$ cat src/rtl/seg_pkg.sv
// seg_pkg: shared converter states, digit count and 7-segment encodings for seg_scan_display.
package seg_pkg;
  typedef enum logic [1:0] {IDLE, LOAD, SHIFT, COMMIT} conv_state_t;
  localparam int NDIG = 6;
  localparam logic [7:0] DASH = 8'hBF;
  localparam logic [7:0] BLANK = 8'hFF;
  function automatic logic [7:0] seg_enc(input logic [3:0] d);
    case (d)
      4'd0: return 8'hC0;
      4'd1: return 8'hF9;
      4'd2: return 8'hA4;
      4'd3: return 8'hB0;
      4'd4: return 8'h99;
      4'd5: return 8'h92;
      4'd6: return 8'h82;
      4'd7: return 8'hF8;
      4'd8: return 8'h80;
      4'd9: return 8'h90;
      default: return BLANK;
    endcase
  endfunction
endpackage

$ cat src/rtl/bin2bcd_seq.sv
// bin2bcd_seq: 8-bit sequential double dabble, one shift/add-3 step per cycle, 8 steps per conversion.
module bin2bcd_seq (
  input  logic       clk,
  input  logic       rst,
  input  logic       start,
  input  logic [7:0] bin,
  output logic       done,
  output logic [7:0] bcd,
  output logic       over
);
  logic [17:0] sh;
  logic [2:0] cnt;
  logic busy;
  function automatic logic [17:0] step(input logic [17:0] x);
    logic [17:0] y;
    y = x;
    y[11:8] = y[11:8] >= 4'd5 ? y[11:8] + 4'd3 : y[11:8];
    y[15:12] = y[15:12] >= 4'd5 ? y[15:12] + 4'd3 : y[15:12];
    return {y[16:0], 1'b0};
  endfunction
  // The start cycle already performs the first step, so results settle 8 cycles after start.
  always_ff @(posedge clk or posedge rst) begin
    if (rst) begin
      sh <= '0;
      cnt <= '0;
      busy <= 1'b0;
      done <= 1'b0;
    end else begin
      done <= busy && cnt == 3'd7;
      if (start) begin
        sh <= step({10'b0, bin});
        cnt <= 3'd1;
        busy <= 1'b1;
      end else if (busy) begin
        sh <= step(sh);
        cnt <= cnt + 3'd1;
        busy <= cnt != 3'd7;
      end
    end
  end
  assign bcd = sh[15:8];
  assign over = |sh[17:16];
endmodule

$ cat src/rtl/seg_scan_display.sv
// seg_scan_display: per-frame BCD conversion of hour/minute/second and six-digit multiplexed 7-segment drive.
module seg_scan_display
  import seg_pkg::*;
#(
  parameter int SCAN_N = 100_000
) (
  input  logic       clk,
  input  logic       rst,
  input  logic [7:0] cur_hour,
  input  logic [7:0] cur_minute,
  input  logic [7:0] cur_second,
  output logic [5:0] an,
  output logic [7:0] seg
);
  localparam int SW = $clog2(SCAN_N);
  logic [SW-1:0] scan;
  logic [2:0] idx;
  logic tick, start, done, over;
  conv_state_t state, state_nx;
  logic [4:0] sc;
  logic [7:0] snap_h, snap_m, snap_s, bin, bcd, dig_seg;
  logic [8:0] stg_h, stg_m, disp_h, disp_m, disp_s, nh, nm, ns, fld;
  logic [3:0] digit;
  always_ff @(posedge clk or posedge rst) begin
    if (rst) begin
      scan <= '0;
      idx <= '0;
    end else if (scan == SW'(SCAN_N - 1)) begin
      scan <= '0;
      idx <= idx == 3'(NDIG - 1) ? 3'd0 : idx + 3'd1;
    end else begin
      scan <= scan + 1'b1;
    end
  end
  assign tick = scan == '0 && idx == 3'd0;
  always_ff @(posedge clk or posedge rst) begin
    if (rst) state <= IDLE;
    else state <= state_nx;
  end
  always_comb begin
    state_nx = state;
    unique case (state)
      IDLE:    state_nx = tick ? LOAD : IDLE;
      LOAD:    state_nx = SHIFT;
      SHIFT:   state_nx = sc == 5'd23 ? COMMIT : SHIFT;
      COMMIT:  state_nx = IDLE;
      default: state_nx = IDLE;
    endcase
  end
  assign start = state == SHIFT && sc[2:0] == 3'd0;
  assign bin = sc[4:3] == 2'd0 ? snap_h : sc[4:3] == 2'd1 ? snap_m : snap_s;
  bin2bcd_seq u_bcd (
    .clk  (clk),
    .rst  (rst),
    .start(start),
    .bin  (bin),
    .done (done),
    .bcd  (bcd),
    .over (over)
  );
  // The seconds result finishes exactly in COMMIT, so it is taken straight from the converter.
  assign {nh, nm, ns} = state == COMMIT ? {stg_h, stg_m, over, bcd} : {disp_h, disp_m, disp_s};
  always_ff @(posedge clk or posedge rst) begin
    if (rst) begin
      sc <= '0;
      {snap_h, snap_m, snap_s} <= '0;
      {stg_h, stg_m} <= '0;
      {disp_h, disp_m, disp_s} <= '0;
    end else begin
      sc <= state == SHIFT ? sc + 5'd1 : 5'd0;
      if (state == LOAD) {snap_h, snap_m, snap_s} <= {cur_hour, cur_minute, cur_second};
      if (done && state == SHIFT && sc[4:3] == 2'd1) stg_h <= {over, bcd};
      if (done && state == SHIFT && sc[4:3] == 2'd2) stg_m <= {over, bcd};
      {disp_h, disp_m, disp_s} <= {nh, nm, ns};
    end
  end
  always_comb begin
    fld = idx[2:1] == 2'd0 ? nh : idx[2:1] == 2'd1 ? nm : ns;
    digit = idx[0] ? fld[3:0] : fld[7:4];
    dig_seg = (fld[8] ? DASH : seg_enc(digit)) & ((idx == 3'd1 || idx == 3'd3) ? 8'h7F : 8'hFF);
  end
  always_ff @(posedge clk or posedge rst) begin
    if (rst) begin
      an <= 6'h3F;
      seg <= BLANK;
    end else begin
      an <= ~(6'b100000 >> idx);
      seg <= dig_seg;
    end
  end
endmodule

$ cat config.mk
export PLATFORM = sky130hd
export DESIGN_NAME = seg_scan_display
export DESIGN_NICKNAME = d
export VERILOG_FILES = /design/src/rtl/seg_pkg.sv /design/src/rtl/bin2bcd_seq.sv /design/src/rtl/seg_scan_display.sv
export SDC_FILE = /design/constraint.sdc
export NUM_CORES = 1
export LEC_CHECK = 0
export CAP_MARGIN = 20
export CORE_UTILIZATION = 59
export CTS_CLUSTER_DIAMETER = 150
export DETAILED_ROUTE_END_ITERATION = 12
export PLACE_DENSITY = 0.8
export SLEW_MARGIN = 20
export SYNTH_ARGS = -nofsm -noshare
export SYNTH_HDL_FRONTEND = slang
export SYNTH_SLANG_ARGS = --single-unit
$ cat constraint.sdc
create_clock -name clk -period 5.5 [get_ports clk]
set_clock_uncertainty 0.1 [all_clocks]
set_input_delay 0.825 -clock clk [delete_from_list [all_inputs] [get_ports clk]]
set_output_delay 0.825 -clock clk [all_outputs]
set_load 0.005 [all_outputs]
==> results of run 1 <==
state kept, by name, indices dropped and copies added (netlist names), 2 cells and up:
register / count
snap_h: 8
disp_s: 9
state: 2
scan: 17
u_bcd.sh: 17
u_bcd.cnt: 3
an: 6
sc: 5
seg: 8
stg_h: 9
snap_m: 8
idx: 3
stg_m: 9
disp_m: 9
snap_s: 8
disp_h: 9
path summary, 6_finish.rpt:
| path | from | end | slack, ns | cells past startpoint |
|---|---|---|---|---|
| min reg2reg | stg_m[0] | stg_m[0] | 0.38 | 2 |
| min | stg_m[0] | stg_m[0] | 0.38 | 2 |
| min in group asynchronous | rst | snap_h[6] | 0.50 | 2 |
| max | state[0] | seg[5] | 2.38 | 9 |
| max reg2reg | state[0] | seg[5] | 2.38 | 9 |
| max in group asynchronous | rst | u_bcd.sh[3] | 3.80 | 3 |
power by group:
part,total [mW],internal (mW),switching (mW)
Combinational,0.575,0.290,0.285
Clock,1.29,0.883,0.410
Sequential,1.29,1.18,0.109
Total,3.16,2.35,0.804
worst min-delay path, stage by stage, from the launching register on:
cell,delay (ns)
dfrtp_1,0.34
nand2_1,0.04
o21ai_0,0.06
layer usage:
| metal | part of all wire [%] | GRT usage, % |
|---|---|---|
| met2 | 50 | 39.2 |
| met4 | 1.9 | 10.0 |
| met1 | 45 | 32.0 |
| met5 | 0 | 0 |
| met3 | 3.2 | 6.63 |
cells by family after synthesis:
kind of cell,after synthesis
AND/OR/NAND/NOR,125
multiplexers,84
flip-flops,132
buffers and inverters,42
adder cells (fa/ha/maj),21
XOR/XNOR,21
AO/OA/AOI/OAI,75
Yosys cell counts (all sizes together) (2+ instances only):
library cell / count / area share, %
nand2: 33 / 2.1
nor2b: 4 / 0.55
a22o: 2 / 0.29
dfstp: 14 / 6.2
and2: 8 / 0.84
a21oi: 23 / 1.9
xnor2: 12 / 1.8
mux2i: 24 / 4.0
or3: 3 / 0.32
a22oi: 2 / 0.25
inv: 19 / 1.2
a211oi: 8 / 1.0
nand2b: 4 / 0.42
nand4b: 2 / 0.29
a31oi: 2 / 0.21
nor4: 6 / 0.63
or2: 2 / 0.21
o21ai: 24 / 2.1
ha: 21 / 4.4
clkbuf: 14 / 0.88
a222oi: 4 / 0.67
nand3: 16 / 1.3
and3: 2 / 0.21
nor3: 3 / 0.25
nor2: 37 / 2.3
buf: 9 / 1.1
xor2: 9 / 1.3
mux2: 60 / 12
a21o: 2 / 0.25
dfrtp: 118 / 50
nand4: 2 / 0.21
metrics by stage:
stage | total power [mW] | instances | cell area, µm² | utilization [%] | worst slack (ns)
2_1_floorplan | 1.67 | 500 | 5960 | - | 1.07
3_3_place_gp | 1.84 | 653 | 6430 | 65.8 | 2.63
3_5_place_dp | 1.87 | 653 | 6430 | 65.8 | 2.52
4_1_cts | 3.17 | 683 | 7110 | 72.8 | 2.42
5_1_grt | 3.31 | 683 | 7110 | 72.8 | 2.17
6_report | 3.16 | 683 | 7110 | 72.8 | 2.38
cell type report:
cell class	instances	area, µm²
Clock buffer	18	428
Clock inverter	12	251
Fill cell	684	2660
Inverter	19	73.8
Multi-Input combinational cell	326	2450
Sequential cell	132	3320
Tap cell	133	166
Timing Repair Buffer	43	420
==> results.json, run 1 <==
{
  "mostFrequentLayoutCells": "dfrtp_1 (118), mux2_2 (54), clkdlybuf4s50_1 (39), nor2_1 (37), nand2_1 (33)",
  "drv_slew": 0,
  "ys_ff_latch": 132,
  "start_util_pct": 60.9,
  "synthArstFlopShare_pct": 100,
  "final_nets": 586,
  "postSynthAreaPerCell_um2": 11.9,
  "portBuffers": 39,
  "finalSetupTns_ns": 0,
  "design.portCount": 40,
  "status": "finished clean",
  "synthAdderAreaFrac_pct": 4.41,
  "viasPerCell": 5.61,
  "drtIter0Drc": 221,
  "numCtsBuffers": 17,
  "fp.dieH_um": 102,
  "critPathKind": "flop to flop",
  "leakage_nw": 3.12,
  "finalHoldViolCount": 0,
  "cts_tree": "done",
  "ctsResizeCount": 0,
  "diodes": 0,
  "rsz0062_at_grt": "no",
  "clock.fmax_mhz": 321,
  "wire_per_inst_um": 16.4,
  "synth-main-ff-cell": "dfrtp_1",
  "synthXorXnorAreaFrac_pct": 3.09,
  "rows": 36,
  "setup_viol": 0,
  "clkSlewWorstSetupHoldPaths_ns": 0.06,
  "htreeDepth": 4,
  "worst_ep_required_time_ns": 5.85,
  "final_antenna_net_count": 0,
  "first_pass_iters": 4,
  "dp_hpwl_mm": 7.20,
  "path_delay_family": "compound AO/OA/AOI/OAI gates",
  "synthCells": 500,
  "grt_usage_pct": 24.6,
  "synth-simple-area-share_pct": 10.1,
  "grt_pass1_wl_mm": 19.3,
  "holdWs_ns": 0.377,
  "synth_top_family_by_area": "multiplexers",
  "synth_compound_area_share_pct": 7.83,
  "fin_crit_sh_pct": 56.7,
  "grt_max_degree": 57,
  "mostFrequentLayoutCell": "dfrtp_1",
  "layout_min_cycle_time_ns": 3.12,
  "cts_setup_buffers": 0,
  "ys_seq_area_share_pct": 55.7,
  "worst-path-buf-inv": 2,
  "synth_cell_type_count": 50,
  "irDropWorstVdd_mv": 0.279,
  "postCtsHoldBufs": 0,
  "area_delta_synth_final_pct": 19.4,
  "place.gp.congestion": 0.832,
  "fp.dieW_um": 102,
  "syn_nets": 547,
  "grt_pass1_vias": 4042,
  "numClockSinks": 132,
  "crit_fanout": 29,
  "hold_class": "flop to flop",
  "max_stage_delay_ns": 0.55,
  "ys_warn_count": 0,
  "cts_root_buffer": "clkbuf_8",
  "crit_slowest_cell": "o21ai_0",
  "syn_area_um2": 5960,
  "wirelength_mm": 11.2,
  "synth_mux_area_share_pct": 15.7,
  "vias": 3834,
  "drc": 0,
  "overflow": 0,
  "clkLatencyLatePin_ns": 0.53,
  "start_kind": "flop",
  "worst_pin_slew_ns": 1.07,
  "drive_above_1_share_pct": 20.7,
  "core_um2": 9770,
  "cp_common_cell": "ha_1",
  "dieArea_um2": 10500,
  "antenna_found_initial": 0,
  "max-clock-path-buffers": 2,
  "relSlewSlack_pct": 28.9,
  "drv_cap": 0,
  "cp.arrival_ns": 3.46,
  "cp-end-kind": "flop",
  "synth_edf_count": 0,
  "powerDensity_nw_per_um2": 444,
  "path_cells": "ha_1 > buf_4 > mux2_2 > a22o_1 > o21ai_0 > inv_1 > ha_1 > nor4_1 > a21oi_1"
}
(Power assumes the default switching activity.)
==> run 2: changes to the inputs <==
--- a/config.mk
+++ b/config.mk
@@ -6,10 +6,10 @@
 export NUM_CORES = 1
 export LEC_CHECK = 0
 export CAP_MARGIN = 20
-export CORE_UTILIZATION = 59
+export CORE_UTILIZATION = 53
 export CTS_CLUSTER_DIAMETER = 150
 export DETAILED_ROUTE_END_ITERATION = 12
-export PLACE_DENSITY = 0.8
+export PLACE_DENSITY = 0.76
 export SLEW_MARGIN = 20
 export SYNTH_ARGS = -nofsm -noshare
 export SYNTH_HDL_FRONTEND = slang
==> constraint.sdc (replaced) <==
create_clock -name clk -period 2.61 [get_ports clk]
set_clock_uncertainty 0.1 [all_clocks]
set_input_delay 0.3915 -clock clk [delete_from_list [all_inputs] [get_ports clk]]
set_output_delay 0.3915 -clock clk [all_outputs]
set_load 0.005 [all_outputs]
==> run 2 against run 1 <==
Against the previous run: non-clock buffer count rose by 25; global-route usage is 3.1 points lower; fmax up 23%; sequential power increased by 110%; critical path type unchanged.
==> results.json, run 2 (synthesized netlist as in run 1, its figures left out) <==
{
  "grt_pass1_vias": 4124,
  "crit_start": "state[0]",
  "powerDensity_nw_per_um2": 873,
  "reg2reg_from": "state[0]",
  "reg.largest.list": "scan: 17 flops, u_bcd.sh: 17 flops",
  "cp-end-kind": "flop",
  "mostFrequentLayoutCell": "dfrtp_1",
  "dp_hpwl_mm": 7.38,
  "p_int_mw": 4.64,
  "finalSetupTns_ns": 0,
  "switching_power_mw": 1.71,
  "first_pass_iters": 4,
  "fp.dieW_um": 108,
  "postCtsHoldBufs": 0,
  "combinationalPowerShare_pct": 21.5,
  "final_nets": 611,
  "grt_max_degree": 133,
  "place.gp.congestion": 0.837,
  "wirelength_mm": 11.8,
  "holdWs_ns": 0.308,
  "drc": 0,
  "place_inst": 676,
  "irDropWorstVdd_mv": 0.554,
  "drv_slew": 0,
  "numClockSinks": 132,
  "antenna_found_initial": 0,
  "critPathKind": "flop to flop",
  "start_kind": "flop",
  "grt_usage_pct": 21.5,
  "seqPwrFrac_pct": 42.4,
  "cts_tree": "done",
  "clock.fmax_mhz": 394,
  "swShare_pct": 27.0,
  "status": "finished clean",
  "relSlewSlack_pct": 54.3,
  "fin_util_pct": 66.8,
  "cts_root_buffer": "clkbuf_8",
  "worst_pin_slew_ns": 0.686,
  "crit_fanout": 9,
  "drive_above_1_share_pct": 24.4,
  "fin_crit_sh_pct": 97.2,
  "final_cells": 717,
  "final_antenna_net_count": 0,
  "viasPerCell": 5.50,
  "fp.dieH_um": 108,
  "portBuffers": 39,
  "drv_cap": 0,
  "grt_pass1_wl_mm": 19.4,
  "hold_class": "input port to async pin",
  "layout_min_cycle_time_ns": 2.54,
  "core_um2": 10900,
  "htreeDepth": 4,
  "dieArea_um2": 11700,
  "overflow": 0,
  "numCtsBuffers": 17,
  "worst_ep_required_time_ns": 2.95,
  "design.portCount": 40,
  "placed_area_um2": 6590,
  "vias": 3947,
  "finalHoldViolCount": 0,
  "cp.arrival_ns": 2.88,
  "wire_per_inst_um": 16.5,
  "setup_viol": 0,
  "fin_area_um2": 7270,
  "mostFrequentLayoutCells": "dfrtp_1 (118), mux2_2 (54), clkdlybuf4s50_1 (39), nor2_1 (37), nand2_1 (33)",
  "max-clock-path-buffers": 2,
  "area_delta_synth_final_pct": 22.0,
  "clkSlewWorstSetupHoldPaths_ns": 0.06,
  "power_frac_clock_pct": 36.0,
  "start_util_pct": 54.7,
  "clkLatencyLatePin_ns": 0.51,
  "leakage_nw": 3.21,
  "rows": 38,
  "drtIter0Drc": 280,
  "diodes": 0
}
run 2: cell types whose count changed in the layout (fill, tap and decap cells not counted), sizes merged:
cell / delta
inv: -2
buf: +24
clkbuf: +4
bufinv: -4
clkinvlp: +2
clkinv: +3
run 2: layer usage:
layer  up-vias  GRT usage, %  routed length (µm)
met5         -             0                   0
met4         0          6.56                 137
met3        15          4.82                 397
met2        81          35.8                5990
met1      1982          28.2                5270
li1       1869             -                   -
run 2: path summary, 6_finish.rpt:
check,depth (start not counted),to,slack [ns]
max reg2reg,9,seg[3],0.07
min reg2reg,2,stg_h[8],0.38
max,9,seg[3],0.07
min in group clk,2,snap_m[0],0.38
min,3,stg_h[5],0.31
max in group asynchronous,3,stg_m[6],1.58
run 2: repair_timing:
action	in CTS	in global routing
endpoints found under the hold margin	0	0
gates resized for setup	0	6
buffers inserted	0	8
endpoints found under the setup margin	0	6
run 2: metrics by stage:
stage | worst slack [ns] | total power, mW
2_1_floorplan | 0.0571 | 3.52
3_3_place_gp | 0.106 | 3.92
4_1_cts | 0.0364 | 6.30
6_report | 0.0721 | 6.35
3_5_place_dp | 0.0649 | 4.01
5_1_grt | -0.0128 | 6.64
run 2: cell type report:
type / instances / area, µm²
fillers: 778 / 3620
clock inverters: 11 / 138
flip-flops and latches: 132 / 3320
multi-input cells: 326 / 2480
repair buffers: 68 / 651
inverters: 19 / 75.1
clock buffers: 21 / 429
well taps: 140 / 175
run 2: power groups by stage:
stage               clock (mW)  combinational, mW  sequential (mW)
floorplan                    0              0.851             2.67
global placement             0               1.22             2.70
detailed placement           0               1.28             2.73
CTS                       2.30               1.30             2.70
global route              2.40               1.51             2.74
finish                    2.29               1.37             2.69
run 2: worst max-delay path, stage by stage, from the launching register on:
cell	delay (ns)
dfrtp_1	0.43
ha_4	0.21
buf_12	0.14
buf_4	0.14
mux2_4	0.30
a222oi_1	0.36
mux2i_1	0.22
nor2b_4	0.19
o211a_1	0.23
a31oi_1	0.15
